**src/rtl/cmult_acc_dump.sv**
```systemverilog
// Complex accumulate-and-dump: sums ACC_LEN valid products, rounds by SHIFT,
// saturates to OUT_WIDTH and strobes one result per block.
module cmult_acc_dump #(
  parameter int IN_WIDTH  = 35,
  parameter int ACC_LEN   = 16,
  parameter int SHIFT     = 4,
  parameter int OUT_WIDTH = 16
) (
  input  logic                        clk_i,
  input  logic                        rst_i,
  input  logic signed [IN_WIDTH-1:0]  pr_i,
  input  logic signed [IN_WIDTH-1:0]  pi_i,
  input  logic                        valid_i,
  input  logic                        clear_i,
  output logic signed [OUT_WIDTH-1:0] yr_o,
  output logic signed [OUT_WIDTH-1:0] yi_o,
  output logic                        valid_o,
  output logic                        ovf_o
);

  localparam int ACC_WIDTH = IN_WIDTH + $clog2(ACC_LEN);
  localparam int EXT_W     = ACC_WIDTH + 1;
  localparam int CNT_W     = (ACC_LEN > 1) ? $clog2(ACC_LEN) : 1;

  localparam logic [CNT_W-1:0]        LAST     = CNT_W'(ACC_LEN - 1);
  localparam logic [EXT_W-1:0]        ONE      = EXT_W'(1);
  localparam logic signed [EXT_W-1:0] HALF     = (ONE << SHIFT) >> 1;
  localparam logic signed [EXT_W-1:0] SAT_MAX  = (ONE << (OUT_WIDTH - 1)) - ONE;
  localparam logic signed [EXT_W-1:0] SAT_MIN  = -(ONE << (OUT_WIDTH - 1));

  logic [CNT_W-1:0]            cnt_q, cnt_d, baseCnt;
  logic signed [ACC_WIDTH-1:0] accR_q, accR_d, accI_q, accI_d;
  logic signed [ACC_WIDTH-1:0] dumpR_q, dumpR_d, dumpI_q, dumpI_d;
  logic signed [ACC_WIDTH-1:0] sumR, sumI;
  logic                        dumpVld_q, dumpVld_d;
  logic signed [EXT_W-1:0]     biasR, biasI;
  logic signed [EXT_W-1:0]     rndR_q, rndR_d, rndI_q, rndI_d;
  logic                        rndVld_q;
  logic signed [OUT_WIDTH-1:0] yr_q, yr_d, yi_q, yi_d;
  logic                        ovf_q, ovf_d, valid_q;

  // A clear makes the current sample (if any) the first of a fresh block.
  always_comb begin
    cnt_d     = cnt_q;
    accR_d    = accR_q;
    accI_d    = accI_q;
    dumpR_d   = dumpR_q;
    dumpI_d   = dumpI_q;
    dumpVld_d = 1'b0;
    baseCnt   = clear_i ? '0 : cnt_q;
    sumR      = accR_q + ACC_WIDTH'(pr_i);
    sumI      = accI_q + ACC_WIDTH'(pi_i);
    if (baseCnt == '0) begin
      sumR = ACC_WIDTH'(pr_i);
      sumI = ACC_WIDTH'(pi_i);
    end
    if (clear_i) cnt_d = '0;
    if (valid_i) begin
      if (baseCnt == LAST) begin
        dumpR_d   = sumR;
        dumpI_d   = sumI;
        dumpVld_d = 1'b1;
        cnt_d     = '0;
      end else begin
        accR_d = sumR;
        accI_d = sumI;
        cnt_d  = baseCnt + 1'b1;
      end
    end
  end

  // Round half toward +inf: bias then arithmetic shift; one guard bit absorbs the bias.
  always_comb begin
    biasR  = EXT_W'(dumpR_q) + HALF;
    biasI  = EXT_W'(dumpI_q) + HALF;
    rndR_d = rndR_q;
    rndI_d = rndI_q;
    if (dumpVld_q) begin
      rndR_d = biasR >>> SHIFT;
      rndI_d = biasI >>> SHIFT;
    end
  end

  always_comb begin
    yr_d  = yr_q;
    yi_d  = yi_q;
    ovf_d = ovf_q;
    if (rndVld_q) begin
      ovf_d = 1'b0;
      if (rndR_q > SAT_MAX) begin
        yr_d  = OUT_WIDTH'(SAT_MAX);
        ovf_d = 1'b1;
      end else if (rndR_q < SAT_MIN) begin
        yr_d  = OUT_WIDTH'(SAT_MIN);
        ovf_d = 1'b1;
      end else begin
        yr_d = OUT_WIDTH'(rndR_q);
      end
      if (rndI_q > SAT_MAX) begin
        yi_d  = OUT_WIDTH'(SAT_MAX);
        ovf_d = 1'b1;
      end else if (rndI_q < SAT_MIN) begin
        yi_d  = OUT_WIDTH'(SAT_MIN);
        ovf_d = 1'b1;
      end else begin
        yi_d = OUT_WIDTH'(rndI_q);
      end
    end
  end

  always_ff @(posedge clk_i or posedge rst_i) begin
    if (rst_i) begin
      cnt_q     <= '0;
      accR_q    <= '0;
      accI_q    <= '0;
      dumpR_q   <= '0;
      dumpI_q   <= '0;
      dumpVld_q <= 1'b0;
      rndR_q    <= '0;
      rndI_q    <= '0;
      rndVld_q  <= 1'b0;
      yr_q      <= '0;
      yi_q      <= '0;
      ovf_q     <= 1'b0;
      valid_q   <= 1'b0;
    end else begin
      cnt_q     <= cnt_d;
      accR_q    <= accR_d;
      accI_q    <= accI_d;
      dumpR_q   <= dumpR_d;
      dumpI_q   <= dumpI_d;
      dumpVld_q <= dumpVld_d;
      rndR_q    <= rndR_d;
      rndI_q    <= rndI_d;
      rndVld_q  <= dumpVld_q;
      yr_q      <= yr_d;
      yi_q      <= yi_d;
      ovf_q     <= ovf_d;
      valid_q   <= rndVld_q;
    end
  end

  assign yr_o    = yr_q;
  assign yi_o    = yi_q;
  assign ovf_o   = ovf_q;
  assign valid_o = valid_q;

endmodule

```
**config.mk**
```make
export PLATFORM = sky130hd
export DESIGN_NAME = cmult_acc_dump
export DESIGN_NICKNAME = d
export VERILOG_FILES = /design/src/rtl/cmult_acc_dump.sv
export SDC_FILE = /design/constraint.sdc
export NUM_CORES = 1
export LEC_CHECK = 0
export BUFFER_PORTS_ARGS = -buffer_cell sky130_fd_sc_hd__buf_2
export CAP_MARGIN = 20
export CORE_AREA = 3 3 192 194
export DETAILED_ROUTE_END_ITERATION = 8
export DIE_AREA = 0 0 195 197
export PLACE_DENSITY = 0.68
export SLEW_MARGIN = 20
export SYNTH_ARGS = -nofsm -noshare
export SYNTH_HDL_FRONTEND = slang
export SYNTH_SLANG_ARGS = --single-unit
```
**constraint.sdc**
```tcl
create_clock -name clk_i -period 16.75 [get_ports clk_i]
set_input_delay 2.5125 -clock clk_i [delete_from_list [all_inputs] [get_ports clk_i]]
set_output_delay 2.5125 -clock clk_i [all_outputs]
set_load 0.02 [all_outputs]
```
Word level (Yosys, flattened, before mapping)
Index checks and enable logic that the tools add are counted.
Widths: inputs -> output; s select.
Word-level totals
  register bits: 268
  input port bits: 74
  output and inout port bits: 34
Operators by class
  add/subtract/negate cells: 5
  magnitude comparators: 4
  equal/unequal tests: 1
  muxes and demuxes: 15
  bitwise gates (word level): 1
  reduce and logical (&&, ||, !) cells: 3
Operator list (number)
  $add 39x5->40 const B: 2
  $add 39x35->39: 2
  $mux 39: 2
  $gt 36x16->1 const B: 2
  $lt 36x16->1 const B: 2
  $mux 16: 4
  $mux 4: 3
  $mux 1: 6
  $add 4x1->4 const B: 1
  $eq 4x4->1 const B: 1
  $logic_not 4->1: 1
  $reduce_and 2->1: 2
  $not 1->1: 1

Depth between registers and ports, before layout
  depth in word-level cells: 5
  depth in mapped cells: 13
  depth with buffers taken out: 13

Least setup slack after synthesis
OpenSTA, ideal clock, no wires.
  kind: input port to flip-flop
  from: in pr_i[0]
  to: reg dumpR_q[38]
  arrival time: 4.914 ns
  slack: 11.707 ns
  stages: 13
  path buffers: 0
  path through: ha_1 inv_1 fa_1 and2b_1 nor2_1 o21ai_1 a21oi_2 o41ai_4 a41oi_2 o21ai_2 xor2_1 mux2i_1 o21ai_1
Between the ends
  word-level cells in the longest chain between the ends: 2
RTL lines
  from (decl): line 11  | input logic signed [IN_WIDTH-1:0] pr_i,
  $add 39x35->39: line 51  | sumR = accR_q + ACC_WIDTH'(pr_i);
  $mux 39: line 53  | if (baseCnt == '0) begin
  to (signal assigned): line 130  | dumpR_q <= dumpR_d;
  to (decl): line 33  | logic signed [ACC_WIDTH-1:0] dumpR_q, dumpR_d, dumpI_q, dumpI_d;
No other way between the ends.
A chain may end at the register's enable or synchronous reset.

Worst setup path after layout
Ends and elaborated chain as after synthesis.

==> impl_results.md <==
- Dpl hpwl: between 20000 and 30000 microns
- #FFs+latches synth: 262
- Syn Std Cell Area: 15800 sq um
- Die ar.: about 38000 sq um
- Vias per std cell: roughly 5.5
- CTS buffer count: 29
- Clk slew on worst S/H paths: 60 ps
- Critical path class: in -> reg
- Synth-to-Final Area Change: 11.6%
- Remaining DRCs: 0
- Initial core utilization: 44.5%
- First-pass GRT wire length: 66500 microns
- Period minus WS final: between 4000 and 5000 ps
- Fmax achieved: 204 MHz
- Skew-Pair Late Insertion Delay: 550 ps
- Pins over their slew limit: 0
- Most used DFF post-synth: dfrtp_1
- Aggregate routed wire length: between 30000 and 40000 microns
- 1st-iter DRT viols: roughly 900
- Clock Skews: 13.3 ps
- Yosys warning count: 0
- Total number of vias: 13300
- Layout cells sized above 1: 10.6%
- Io pins: 108
- Synth unique cells: 70
- Vias in the first global route: 12700
- Power per cell area: 114 nW/um^2
- Post-synth EDFFs: 0
- Die W: 195 microns
- Final Hold Fails: 0
- Slew margin rel.: about 36%
- Clock Path Buffers: 3
- Final period utilization: 29.3%
- Leak pwr: 7.88 nW
- Setup violations, final: 0
- Synthesized instance count: 1860
- Hold_buf cts: 0
- # resized after CTS: 0
- PortBufs: 107
- Slew @ Worst Pin: 956 ps
- Post-synthesis sequential area ratio: 41.6%
- Status: finished, final reports clean
- VDD IR max: roughly 0.071 mV
- Core Area: 35400 sq um
- Die Y: between 150 and 200 microns
- N_diodes: 0
- Fin Setup TNS: 0 ps
- Required time worst endpoint: 17170 ps
- DRT Pass-1 Iters: 5
- GRT Overall Usage: just over 20%
- Synth area leader: dfrtp_1
- H-tree depth: 1
- Most common cell after layout, fill and taps aside: nand2_1
- Share of the synthesized area in the top cell type: 41.6%
- CP arrival: 5330 ps
- Gpl congestion: 0.900
- Footprint of the multi-input gates: 8630 sq um
- Syn nets: 2016
- Dominant cells by area after synthesis: dfrtp_1 (42%), nand2_1 (6.6%), ha_1 (6.3%)
- Sequential cell area: 6560 sq um
- Final net count: 2069
- Worst Setup Start Kind: input pin
- Post-CTS setup buffers: 0
- Initial antenna violation count: 1
- Worst hold path class: reg -> reg
- Grt ovf: 0
- Most frequent cells in the layout: nand2_1 (276), dfrtp_1 (260), o21ai_0 (190), a21oi_1 (179), nor2_1 (178)
- Clock root cell: clkbuf_16
- Tot Pwr: 2.01 mW
- Largest net degree at the start of global routing: between 100 and 150
- Max-Cap Viols: 0
- Cell row count: 69
- Routed Antenna Nets: 0
- TritonCTS clock tree: built
- Setup crit end kind: flop
- Async set-reset flop share out of synthesis: 100%
- # fillers: 3472
- # clock sinks: 262
- DR WL/cell: between 15 and 20 microns
- CP Max Fanout: 4
- RSZ-0062 raised after global routing: no
- Syn Area/Cell: 8.48 sq um
registers in the layout, summed over array words and instances, names as in the netlist:
register	cells
dumpR_q	36
cnt_q	4
yr_o	16
dumpI_q	36
accI_q	39
rndI_q	36
accR_q	39
dumpVld_q	1
valid_o	1
rndVld_q	1
rndR_q	36
ovf_o	1
yi_o	16
metal layers:
metal	wire length, microns	vias to the layer above	GRT usage, %
met4	516	2	3.83
met1	20800	6304	32.4
met2	16800	275	30.3
li1	-	6656	-
met3	1870	40	2.75
met5	11	-	0
through the flow:
step,utilization [%],setup WS [ps],cell area [sq um],cells,hold slack (ps)
floorplan,-,7030,15800,1860,352
global placement,47.0,11340,16600,2343,464
detailed placement,47.0,11290,16600,2343,477
CTS,49.7,11870,17600,2393,490
global route,49.7,11630,17600,2393,518
finish,49.7,11840,17600,2393,486
area by class of cell:
type | instances | area share (%)
clock buffer | 37 | 4.75
clock inverter | 13 | 0.782
inverter | 59 | 1.30
multi-input combinational | 1442 | 49.1
sequential | 262 | 37.3
tap | 461 | 3.28
timing repair buffer | 119 | 3.55
synthesized netlist by cell type, types with 5 or more instances:
| cell | n |
|---|---|
| a211oi_1 | 5 |
| a21o_1 | 43 |
| a21oi_1 | 179 |
| a22oi_1 | 7 |
| a31oi_1 | 33 |
| and2_1 | 7 |
| and3_1 | 21 |
| buf_1 | 10 |
| buf_2 | 11 |
| clkbuf_1 | 75 |
| dfrtp_1 | 262 |
| ha_1 | 80 |
| inv_1 | 58 |
| mux2_2 | 6 |
| mux2i_1 | 5 |
| nand2_1 | 276 |
| nand2b_1 | 8 |
| nand3_1 | 43 |
| nand4_1 | 39 |
| nor2_1 | 178 |
| nor2b_1 | 9 |
| nor3_1 | 12 |
| nor4_1 | 12 |
| o211ai_1 | 40 |
| o21a_1 | 14 |
| o21ai_0 | 191 |
| o21ai_1 | 13 |
| o21bai_1 | 12 |
| o22ai_1 | 6 |
| o31ai_1 | 9 |
| or3_1 | 5 |
| xnor2_1 | 59 |
| xor2_1 | 78 |
critical path, stage by stage:
cell and delay [ps]:
buf_2 90, ha_1 170, inv_1 60, fa_1 360, and2b_1 250, nor2_1 50, o21ai_1 210, a21oi_2 140
o41ai_4 470, a41oi_2 260, o21ai_2 300, xor2_1 200, mux2i_1 200, o21ai_1 70
where the power goes:
group / internal, mW / switching (mW) / total (mW)
registers: 0.679 / 0.0291 / 0.708
clock network: 0.382 / 0.265 / 0.647
logic: 0.248 / 0.407 / 0.656
total: 1.31 / 0.702 / 2.01
cells by family after synthesis:
family	after synthesis	share of synthesized area, %
mux	11	0.746
simple gates	626	17.5
flops	262	41.6
buf+inv	156	3.85
compound gates	586	22.2
xor+xnor	137	7.61
fa+ha+maj	82	6.60
worst paths after layout:
path | from | end | slack (ps) | cells after the start
max | pr_i[0] | dumpR_q[38] | 11840 | 14
min | accI_q[5] | accI_q[5] | 490 | 2
max reg2reg | accR_q[0] | dumpR_q[38] | 13520 | 13
min reg2reg | accI_q[5] | accI_q[5] | 490 | 2
max in group asynchronous | rst_i | dumpVld_q | 13080 | 3
min in group asynchronous | rst_i | yr_o[10] | 2100 | 2
Power figures use the tool's default switching activity.
